`src/rtl/huffman_pkg.sv`:
```
// Shared types and constants for the huffman frame sequencer.
package huffman_pkg;

   typedef enum logic [1:0] {
      IDLE     = 2'd0,
      FETCH    = 2'd1,
      WAIT_RES = 2'd2,
      DONE     = 2'd3
   } hf_ctrl_state_t;

   localparam int unsigned HF_DATA_W = 8;

endpackage

```
`src/rtl/hf_wdog_timer.sv`:
```
// Cycle watchdog: counts while enabled, holds at TMO_CYC and flags expiry.
module hf_wdog_timer #(
   parameter int unsigned TMO_CYC = 1023
) (
   input  logic clk,
   input  logic rst_n,
   input  logic i_clear,
   input  logic i_enable,
   output logic o_expire_c
);

   localparam int unsigned CNT_W = $clog2(TMO_CYC + 1);

   logic [CNT_W-1:0] r_cnt;

   assign o_expire_c = (r_cnt == CNT_W'(TMO_CYC));

   always_ff @(posedge clk or negedge rst_n) begin
      if (!rst_n) begin
         r_cnt <= '0;
      end else if (i_clear) begin
         r_cnt <= '0;
      end else if (i_enable && !o_expire_c) begin
         r_cnt <= r_cnt + CNT_W'(1);
      end
   end

endmodule

```
`src/rtl/huffman_frame_ctrl.sv`:
```
// Frame sequencer: streams symbols from block memory into the huffman core, then
// waits for the core's result strobes (or a watchdog timeout) and reports done.
module huffman_frame_ctrl
   import huffman_pkg::*;
#(
   parameter int unsigned ADDR_W  = 7,
   parameter int unsigned DATA_W  = HF_DATA_W,
   parameter int unsigned TMO_CYC = 1023
) (
   input  logic              clk,
   input  logic              rst_n,
   input  logic              start,
   input  logic              abort,
   input  logic [ADDR_W:0]   frame_len,
   output logic              mem_ena,
   output logic [ADDR_W-1:0] mem_addr,
   input  logic [DATA_W-1:0] mem_douta,
   output logic              hf_in_valid,
   output logic [DATA_W-1:0] hf_gray_data,
   input  logic              hf_cnt_valid,
   input  logic              hf_code_valid,
   output logic              busy,
   output logic              done,
   output logic              timeout_err,
   output logic [7:0]        frame_cnt
);

   localparam int unsigned    LEN_W   = ADDR_W + 1;
   localparam logic [LEN_W-1:0] MAX_LEN = LEN_W'(1) << ADDR_W;

   hf_ctrl_state_t    r_state;
   logic [LEN_W-1:0]  r_len;
   logic [ADDR_W-1:0] r_addr;
   logic              r_rd_v;
   logic              r_in_valid;
   logic              r_mem_ena;
   logic              r_busy;
   logic              r_done;
   logic              r_tmo_err;
   logic [7:0]        r_frame_cnt;
   logic              r_seen_cnt;
   logic              r_seen_code;

   logic [LEN_W-1:0]  w_len_clamp;
   logic              w_last;
   logic              w_seen_cnt;
   logic              w_seen_code;
   logic              w_wdog_clr;
   logic              w_wdog_en;
   logic              w_tmo_expire;

   assign w_len_clamp = (frame_len > MAX_LEN) ? MAX_LEN : frame_len;
   assign w_last      = ({1'b0, r_addr} == (r_len - LEN_W'(1)));
   // Same-cycle strobes count alongside previously latched ones
   assign w_seen_cnt  = r_seen_cnt  | hf_cnt_valid;
   assign w_seen_code = r_seen_code | hf_code_valid;
   assign w_wdog_clr  = (r_state != WAIT_RES);
   assign w_wdog_en   = (r_state == WAIT_RES);

   hf_wdog_timer #(
      .TMO_CYC (TMO_CYC)
   ) u_wdog (
      .clk        (clk),
      .rst_n      (rst_n),
      .i_clear    (w_wdog_clr),
      .i_enable   (w_wdog_en),
      .o_expire_c (w_tmo_expire)
   );

   always_ff @(posedge clk or negedge rst_n) begin
      if (!rst_n) begin
         r_state     <= IDLE;
         r_len       <= '0;
         r_addr      <= '0;
         r_rd_v      <= 1'b0;
         r_in_valid  <= 1'b0;
         r_mem_ena   <= 1'b0;
         r_busy      <= 1'b0;
         r_done      <= 1'b0;
         r_tmo_err   <= 1'b0;
         r_frame_cnt <= '0;
         r_seen_cnt  <= 1'b0;
         r_seen_code <= 1'b0;
      end else begin
         r_done     <= 1'b0;
         // Valid trails the read request by the memory's one-cycle latency
         r_in_valid <= r_rd_v;
         if (r_state != IDLE) begin
            r_seen_cnt  <= w_seen_cnt;
            r_seen_code <= w_seen_code;
         end

         if (abort && (r_state != IDLE)) begin
            r_state   <= IDLE;
            r_rd_v    <= 1'b0;
            r_mem_ena <= 1'b0;
            r_busy    <= 1'b0;
         end else begin
            unique case (r_state)
               IDLE: begin
                  if (start && (frame_len != '0)) begin
                     r_len       <= w_len_clamp;
                     r_addr      <= '0;
                     r_rd_v      <= 1'b1;
                     r_mem_ena   <= 1'b1;
                     r_busy      <= 1'b1;
                     r_tmo_err   <= 1'b0;
                     r_seen_cnt  <= 1'b0;
                     r_seen_code <= 1'b0;
                     r_state     <= FETCH;
                  end
               end
               FETCH: begin
                  if (w_last) begin
                     r_rd_v    <= 1'b0;
                     r_mem_ena <= 1'b0;
                     r_state   <= WAIT_RES;
                  end else begin
                     r_addr <= r_addr + ADDR_W'(1);
                  end
               end
               WAIT_RES: begin
                  // A result arriving on the expiry cycle still counts as success
                  if (w_seen_cnt && w_seen_code) begin
                     r_done      <= 1'b1;
                     r_frame_cnt <= r_frame_cnt + 8'(1);
                     r_state     <= DONE;
                  end else if (w_tmo_expire) begin
                     r_tmo_err   <= 1'b1;
                     r_done      <= 1'b1;
                     r_frame_cnt <= r_frame_cnt + 8'(1);
                     r_state     <= DONE;
                  end
               end
               DONE: begin
                  r_busy  <= 1'b0;
                  r_state <= IDLE;
               end
               default: begin
                  r_state <= IDLE;
               end
            endcase
         end
      end
   end

   assign mem_ena      = r_mem_ena;
   assign mem_addr     = r_addr;
   assign hf_in_valid  = r_in_valid;
   assign hf_gray_data = mem_douta;
   assign busy         = r_busy;
   assign done         = r_done;
   assign timeout_err  = r_tmo_err;
   assign frame_cnt    = r_frame_cnt;

endmodule

```
`config.mk`:
```
export PLATFORM = sky130hd
export DESIGN_NAME = huffman_frame_ctrl
export DESIGN_NICKNAME = d
export VERILOG_FILES = /design/src/rtl/huffman_pkg.sv /design/src/rtl/hf_wdog_timer.sv /design/src/rtl/huffman_frame_ctrl.sv
export SDC_FILE = /design/constraint.sdc
export NUM_CORES = 1
export LEC_CHECK = 0
export CORE_MARGIN = 3
export CORE_UTILIZATION = 46
export DETAILED_ROUTE_END_ITERATION = 12
export HOLD_SLACK_MARGIN = 0.03
export PLACE_DENSITY_LB_ADDON = 0.1
export SLEW_MARGIN = 20
export SYNTH_ARGS = -nofsm -noshare
export SYNTH_HDL_FRONTEND = slang
export SYNTH_SLANG_ARGS = --single-unit
```
`constraint.sdc`:
```
create_clock -name clk -period 2.3 [get_ports clk]
set_input_delay 0.23 -clock clk [delete_from_list [all_inputs] [get_ports clk]]
set_output_delay 0.23 -clock clk [all_outputs]
set_load 0.02 [all_outputs]
```
==> out/results.ini, run 1 <==
[floorplanning]
initial_utilization_pct=49.49
core_um2=4942
ios=50
num_rows=25
die_w_um=78.92
dieArea_um2=6228
dieHeight_um=78.92

[sta]
hold_viol_final=0
fin_skew_ns=0.01078
hold_slack_ns=0.4369
rsz0062_at_grt=false
period_needed_ns=2.138
fin_setup_tns_ns=0
period_share_pct=92.96
worstMarginPinSlew_ns=0.5480
clock.fmax_mhz=467.7
finalSetupViolCount=0
drv_slew=0
slew-limit-headroom_pct=63.47

[clock_tree]
cts-root-buf=clkbuf_8
cts_tree=yes
cts.htree.levels=2
cts_setup_buffers=0
clk_latency_ns=0.30
clockBufferDepth=2
numCtsBuffers=5
clk_pin_slew_worst_paths_ns=0.09
cts.sinks=42

[route]
wl_per_cell_um=14.35
num_vias=1969
first_iter_violations=98
ant_nets=0
avgViaCountPerCell=5.500
firstDrtPassIters=4
routed_wirelength_um=5137
drc=0

[logic_synthesis]
yosysWarnings=0
synth_fp_nets=279
synth_area_leaders=dfrtp_1, ha_1, o21ai_0
ys_types=55
avgSynthCellArea_um2=9.824
ys_ff_latch=42
yosys.area.top_type=dfrtp_1
syn_inst=249
ys_seq_area_share_pct=42.97
synth_top_family_by_area=simple AND/OR/NAND/NOR gates
synth-compound-area-share_pct=15.60
synth_area_um2=2446
synthArstFlopShare_pct=100.0
synthSimpleGateAreaFrac_pct=22.51
synth_edf_count=0
synth.mux.area_fraction_pct=2.762
synth_top_cell_area_share_pct=42.97
synth_xor_area_share_pct=6.087
synth_fa_ha_area_share_pct=4.092
ys_dominant_reg_cell=dfrtp_1

[job]
cap_violations=0

[placed_design]
hpwlAfterDp_um=3853
place_congestion=0.8022
numPortBuffers=33

[global_route]
grt_pass1_wl_um=8990
grt_max_degree=24
antenna_found_initial=0
grt.total_usage_pct=18.15
grt_pass1_vias=2004
grt_overflow_total=0

[layout]
diodes=0
num-nets-final=320
drive_gt1_share_pct=13.40
area_growth_pct=23.02

[outcome]
status=complete, no violations

[power_and_ir_drop]
p_int_uw=2135
combPwrFrac_pct=44.9
net-switching-power_uw=1293
p_clk_share_pct=21.1
ir_worst_vdd_v=0.0007732
switching_share_pct=37.72
seq_power_share_pct=34.1
p_leak_uw=0.001286
power_density_nw_per_um2=1139

[worst_setup_path]
startpoint_type=flop
critPathRequiredTime_ns=2.48
r2r.worst_path.cells=6
crit_arrival_ns=2.32
crit_fanout=8
r2r-start=r_len[2]$_DFFE_PN0P_
cp-startpoint=r_len[2]$_DFFE_PN0P_
end_kind=flop
critical_path_class=flop to flop

[min_path]
hp-class=input pin to asynchronous set/reset pin

[kinds of logic after synthesis]
group,Yosys count
compound gates,56
xor+xnor,17
fa+ha+maj,8
buf+inv,23
flops,42
mux,6
simple gates,97
[state kept, by name, indices dropped and copies added, names as in the netlist]
register / cells
mem_ena: 1
u_wdog.r_cnt: 10
timeout_err: 1
hf_in_valid: 1
frame_cnt: 8
done: 1
r_seen_cnt: 1
r_len: 8
busy: 1
r_state: 2
r_seen_code: 1
mem_addr: 7
[worst max-delay path, stage by stage, from the launching register on]
cell	delay, ns
dfrtp_1	0.49
nor3_2	0.26
nand3_1	0.15
a2111oi_4	0.43
o211ai_2	0.15
a31o_1	0.24
mux2_4	0.30
[placed cells by master (no fill, tap or decap), drive strengths merged, types with 3 or more instances in the layout]
cell and n:
dfrtp 42, clkdlybuf4s50 32, nand2 23, o21ai 21, buf 16, nor2 15, nand3 13, xnor2 11
a21oi 10, nand2b 8, ha 8, inv 7, or3 7, nand4 7, xor2 6, clkbuf 6
o211ai 6, a31oi 6, and4 5, or4 3, mux2i 3, nor3 3, mux2 3
[Yosys cell counts, types with 2 or more instances]
| master | n |
|---|---|
| a21oi_1 | 10 |
| ha_1 | 8 |
| dfrtp_1 | 42 |
| a31oi_1 | 5 |
| nor2_1 | 15 |
| o21ai_0 | 20 |
| clkbuf_8 | 2 |
| xnor2_1 | 11 |
| o211ai_1 | 5 |
| or3_1 | 7 |
| a211oi_1 | 2 |
| buf_4 | 8 |
| xor2_1 | 6 |
| nand3_1 | 13 |
| nand2_1 | 23 |
| and3_1 | 2 |
| nand4_1 | 7 |
| mux2i_1 | 3 |
| mux2_2 | 2 |
| nand4b_1 | 2 |
| or4_1 | 3 |
| nand2b_1 | 8 |
| a31o_1 | 2 |
| nor3_2 | 2 |
| inv_1 | 7 |
| and4_1 | 5 |
[power by group through the flow]
| stage | clock network (µW) | logic (µW) | registers (µW) |
|---|---|---|---|
| 2_1_floorplan | 0 | 993 | 1240 |
| 3_3_place_gp | 0 | 1500 | 1180 |
| 3_5_place_dp | 0 | 1540 | 1180 |
| 4_1_cts | 738 | 1540 | 1170 |
| 5_1_grt | 770 | 1700 | 1210 |
| 6_report | 722 | 1540 | 1170 |
[repair_timing]
action                                  4_1_cts  5_1_grt
hold endpoints to repair                     22        0
hold buffers                                  1        0
gates resized for setup                       0        2
endpoints found under the setup margin        0        3
[per-layer routing]
layer	up-vias	share of wire (%)	global-route usage, %
met4	0	2.1	6.701
met5	-	0	0
met2	40	48	30.56
met3	12	4.2	4.308
li1	982	-	-
met1	935	46	22.68
[cell type report]
| type | count | area (µm²) |
|---|---|---|
| Sequential cell | 42 | 1051 |
| Tap cell | 67 | 83.83 |
| Clock buffer | 6 | 82.58 |
| Timing Repair Buffer | 49 | 447.9 |
| Clock inverter | 2 | 60.06 |
| Inverter | 8 | 30.03 |
| Multi-Input combinational cell | 184 | 1254 |
| Fill cell | 434 | 1933 |
[metrics by stage]
stage	cell area [µm²]	util, %	setup WS (ns)	power, µW	cells
finish	3009	60.89	0.1618	3428	358
global route	3009	60.89	0.02258	3687	358
CTS	3004	60.78	0.09361	3452	358
detailed placement	2851	57.70	0.01798	2717	349
global placement	2851	57.70	0.04669	2676	349
floorplan	2446	-	0.01469	2228	249
[final timing paths]
path	slack (ns)	to
worst max register to register	0.16	r_state[0]$_DFFE_PN0P_
worst min register to register	0.45	hf_in_valid$_DFF_PN0_
worst max-delay path	0.16	r_state[0]$_DFFE_PN0P_
max in group asynchronous	1.19	r_state[0]$_DFFE_PN0P_
worst min-delay path	0.44	mem_addr[1]$_DFFE_PN0P_
min in group clk	0.45	hf_in_valid$_DFF_PN0_
No activity file was read; power rests on OpenSTA's default activity.
==> run 2: changes to the inputs <==
--- a/config.mk
+++ b/config.mk
@@ -6,10 +6,11 @@
 export NUM_CORES = 1
 export LEC_CHECK = 0
 export CORE_MARGIN = 3
-export CORE_UTILIZATION = 46
+export CORE_UTILIZATION = 50
 export DETAILED_ROUTE_END_ITERATION = 12
 export HOLD_SLACK_MARGIN = 0.03
 export PLACE_DENSITY_LB_ADDON = 0.1
+export SKIP_CTS_REPAIR_TIMING = 1
 export SLEW_MARGIN = 20
 export SYNTH_ARGS = -nofsm -noshare
 export SYNTH_HDL_FRONTEND = slang
==> constraint.sdc (replaced) <==
create_clock -name clk -period 2 [get_ports clk]
set_input_delay 0.2 -clock clk [delete_from_list [all_inputs] [get_ports clk]]
set_output_delay 0.2 -clock clk [all_outputs]
set_load 0.02 [all_outputs]
==> run 2 against run 1 <==
Largest power group unchanged. The run now ends with negative setup slack left. First-iteration DRC count shrank 14%. Die area shrank 7.4%. Highest routed layer unchanged. Count of clock-buffer cells in the layout shrank 1.
==> out/results.ini, run 2 (synthesis gave the netlist of run 1 again) <==
[outcome]
status=complete, but fails checks
violations=negative setup slack

[layout]
final_util_pct=72.32
layout.cells.most_common=dfrtp_1
area_growth_pct=34.07
final_cell_area_um2=3279
num-nets-final=345
largest_register_ffs=10
drive_gt1_share_pct=26.58
regMostFlops=u_wdog.r_cnt
final_cell_mix=dfrtp_1, buf_4, clkdlybuf4s50_1, nand2_1, o21ai_0
diodes=0

[sta]
rsz0062_at_grt=true
hold_viol_final=0
drv_slew=0
period_share_pct=105.7
fin_skew_ns=0.007949
worst_slack_ns=-0.1141
finalSetupViolCount=6
hold_slack_ns=0.3879
worstMarginPinSlew_ns=0.4738
clock.fmax_mhz=473.0
period_needed_ns=2.114
slew-limit-headroom_pct=68.41

[floorplanning]
dieHeight_um=75.95
core_um2=4534
dieArea_um2=5768
num_rows=24
die_w_um=75.95
ios=50
initial_utilization_pct=53.95

[route]
avgViaCountPerCell=5.438
num_vias=2072
routed_wirelength_um=5277
drc=0
ant_nets=0
wl_per_cell_um=13.85
m1WireLength_um=2343
wl_met3_um=187
first_iter_violations=84
top_layer=met4
firstDrtPassIters=4
routed-wl-met2_um=2672

[worst_setup_path]
crit_arrival_ns=2.35
crit_fanout=8
r2r-start=r_len[5]$_DFFE_PN0P_
end_kind=flop
cp-startpoint=r_len[5]$_DFFE_PN0P_
critPathRequiredTime_ns=2.24
critical_path_class=flop to flop
startpoint_type=flop

[global_route]
grt_overflow_total=0
grt_max_degree=25
grt_pass1_vias=2023
antenna_found_initial=0
grt_pass1_wl_um=8997
grt.total_usage_pct=19.13

[power_and_ir_drop]
p_leak_uw=0.001411
power_density_nw_per_um2=1282
finalPower_uw=4206
ir_worst_vdd_v=0.0008566

[min_path]
hp-class=input pin to asynchronous set/reset pin

[clock_tree]
clk_latency_ns=0.30
numCtsBuffers=5
cts-root-buf=clkbuf_8
cts_tree=yes
cts.htree.levels=2
clockBufferDepth=2
cts.sinks=42
clk_pin_slew_worst_paths_ns=0.08

[placed_design]
dpl-instance-area_um2=3060
hpwlAfterDp_um=3977
dp_slack_ns=-0.2243
numPortBuffers=33
place_congestion=0.8071

[job]
cap_violations=0

[run 2: cell count changes in the layout (fill, tap and decap cells not counted), sizes merged]
cell	before	now
buf	16	41
clkinv	1	3
bufinv	2	1
clkbuf	6	5
[run 2: worst paths after layout]
check,to,slack (ns),depth (start not counted)
max in group asynchronous,u_wdog.r_cnt[5]$_DFFE_PN0P_,1.13,3
setup / recovery,mem_addr[3]$_DFFE_PN0P_,-0.11,6
min in group clk,hf_gray_data[1],0.40,0
hold / removal,r_len[7]$_DFFE_PN0P_,0.39,2
setup reg to reg,mem_addr[3]$_DFFE_PN0P_,-0.11,6
hold reg to reg,hf_in_valid$_DFF_PN0_,0.44,0
[run 2: critical path: stages, from the launching register on]
cell,delay [ns]
dfrtp_2,0.45
nor4_4,0.38
a2111o_1,0.22
nand3_2,0.11
o2111a_2,0.32
or4_4,0.49
nand2_2,0.07
[run 2: metrics by stage]
stage	TNS [ns]	std cells
2_1_floorplan	-0.2603	249
3_3_place_gp	-1.614	369
3_5_place_dp	-1.752	369
4_1_cts	-0.4577	377
5_1_grt	-0.9742	381
6_report	-0.2695	381
[run 2: layer usage]
metal | global-route usage (%) | vias up
li1 | - | 1030
met1 | 23.57 | 996
met2 | 32.89 | 37
met3 | 4.858 | 9
met4 | 6.159 | 0
met5 | 0 | -
[run 2: final cells by class]
class                           instances  area, µm²
Sequential cell                        42       1055
Fill cell                             343       1255
Inverter                                8      30.03
Timing Repair Buffer                   74      655.6
Multi-Input combinational cell        184       1349
Tap cell                               65      81.33
Clock buffer                            5      68.82
Clock inverter                          3      40.04
[run 2: power by group]
group / switching (µW) / internal (µW) / leakage (µW) / total (µW)
Clock: 287 / 367 / 0.0000579 / 654
Sequential: 238 / 1070 / 0.000550 / 1310
Combinational: 1090 / 1150 / 0.000804 / 2240
Total: 1620 / 2590 / 0.00141 / 4210
==> run 3: changes to the inputs <==
--- a/config.mk
+++ b/config.mk
@@ -9,7 +9,7 @@
 export CORE_UTILIZATION = 50
 export DETAILED_ROUTE_END_ITERATION = 12
 export HOLD_SLACK_MARGIN = 0.03
-export PLACE_DENSITY_LB_ADDON = 0.1
+export PLACE_DENSITY = 0.78
 export SKIP_CTS_REPAIR_TIMING = 1
 export SLEW_MARGIN = 20
 export SYNTH_ARGS = -nofsm -noshare
==> run 3 against run 2 <==
The run still ends with negative setup slack left. Sequential cell count is the same. Utilization decreased by 1.1 points. Setup slack improved by 0.046 ns. First-iteration DRC count up 6.0%. Sequential share of layout area rose by 0.42 points. Wire length up 8.0%. Critical path depth up 1. Via count grew 2.0%. Cell area fell by 1.5%. Power up 0.12%. Register-to-register slack gained 0.05 ns. Critical endpoint is now r_state[0]$_DFFE_PN0P_. Highest routed layer unchanged.
==> out/results.ini, run 3 (synthesis gave the netlist of run 1 again) <==
[placed_design]
numPortBuffers=33
dp_slack_ns=-0.1985
place_inst=369
place_congestion=0.8157
hpwlAfterDp_um=4036
dpl-instance-area_um2=3048

[global_route]
grtUsageMet1_pct=25.54
grt_pass1_vias=2079
grt_pass1_wl_um=9639
grt.total_usage_pct=20.32
grt_max_degree=43
top_usage_layer=met2
grt_overflow_total=0
met2_usage_pct=34.75
antenna_found_initial=0
met3_usage_pct=3.910

[layout]
drive_gt1_share_pct=22.47
area_growth_pct=32.02
final_util_pct=71.22
n_fill_cell=326
layout.cells.most_common=dfrtp_1
final_cell_area_um2=3229
instances_no_fill=381
multiInputGateArea_um2=1316
final-seq-area_um2=1052
regMostFlops=u_wdog.r_cnt
diodes=0
num-nets-final=345
largest_register_ffs=10
final_cell_mix=dfrtp_1, buf_4, clkdlybuf4s50_1, nand2_1, o21ai_0

[clock_tree]
numCtsBuffers=5
cts.sinks=42
clk_pin_slew_worst_paths_ns=0.09
clockBufferDepth=2
cts-root-buf=clkbuf_8
clk_latency_ns=0.30
cts_tree=yes
cts.htree.levels=2

[power_and_ir_drop]
ir_worst_vdd_v=0.0008283
p_leak_uw=0.001399
finalPower_uw=4211
power_density_nw_per_um2=1304

[floorplanning]
dieArea_um2=5768
core_um2=4534
ios=50
die_w_um=75.95
dieHeight_um=75.95
num_rows=24
initial_utilization_pct=53.95

[worst_setup_path]
crit_end=r_state[0]$_DFFE_PN0P_
crit_fanout=5
crit_arrival_ns=2.26
startpoint_type=flop
critPathRequiredTime_ns=2.19
reg2reg_to=r_state[0]$_DFFE_PN0P_
cp-startpoint=r_len[2]$_DFFE_PN0P_
r2r_slack_ns=-0.07
critical_path_class=flop to flop
r2r.worst_path.cells=7
end_kind=flop
r2r-start=r_len[2]$_DFFE_PN0P_

[sta]
worstMarginPinSlew_ns=0.5290
finalSetupViolCount=4
period_share_pct=103.4
worst_slack_ns=-0.06843
period_needed_ns=2.068
clock.fmax_mhz=483.5
slew-limit-headroom_pct=64.74
fin_skew_ns=0.01685
rsz0062_at_grt=true
hold_viol_final=0
drv_slew=0

[route]
wl_per_cell_um=14.96
firstDrtPassIters=4
routed_wirelength_um=5701
avgViaCountPerCell=5.549
ant_nets=0
num_vias=2114
first_iter_violations=89
drc=0

[outcome]
status=complete, but fails checks
violations=negative setup slack

[job]
cap_violations=0

[min_path]
hp-class=input pin to primary output

run 3: cell count changes in the layout (fill, tap and decap cells not counted), sizes merged:
| cell | previous run | this run |
|---|---|---|
| clkbuf | 5 | 7 |
| clkinv | 3 | 1 |
run 3: final cells by class:
class | count | share of cell area [%]
Clock buffer | 7 | 2.363
Tap cell | 65 | 2.518
Timing Repair Buffer | 74 | 19.91
Sequential cell | 42 | 32.58
Clock inverter | 1 | 0.9299
Multi-Input combinational cell | 184 | 40.76
Inverter | 8 | 0.9299
run 3: worst min path at each step:
stage / endpoint / depth (start not counted) / from
after floorplan: busy$_DFFE_PN0P_ / 0 / rst_n
after global placement: u_wdog.r_cnt[8]$_DFFE_PN0P_ / 2 / rst_n
after detailed placement: u_wdog.r_cnt[7]$_DFFE_PN0P_ / 2 / rst_n
after CTS: u_wdog.r_cnt[4]$_DFFE_PN0P_ / 2 / rst_n
after global routing: hf_gray_data[4] / 0 / mem_douta[4]
final: hf_gray_data[7] / 0 / mem_douta[7]
run 3: worst max-delay path: stages (launching register included):
cell	delay, ns
dfrtp_2	0.45
buf_4	0.15
nor2b_2	0.14
or3_1	0.39
a31oi_4	0.21
o211ai_4	0.12
a31o_1	0.22
mux2_4	0.29
run 3: report_power, final:
group / total (µW) / switching (µW) / internal, µW / leakage (µW)
combinational: 2250 / 1130 / 1120 / 0.000794
clock: 661 / 287 / 374 / 0.0000524
sequential: 1300 / 231 / 1070 / 0.000552
total: 4210 / 1650 / 2560 / 0.00140
run 3: metrics by stage:
step	TNS (ns)	hold WS, ns
6_report	-0.1523	0.4000
5_1_grt	-0.9204	0.4000
4_1_cts	-0.5392	-0.02532
3_5_place_dp	-1.473	0.2982
3_3_place_gp	-1.036	0.2980
2_1_floorplan	-0.2603	-0.09559
run 3: routing by layer:
metal	routed length [µm]	vias to the layer above	share of wire, %
met5	0	-	0
met4	113	0	2.0
met3	174	11	3.1
met2	2909	44	51
met1	2504	1024	44
li1	-	1035	-
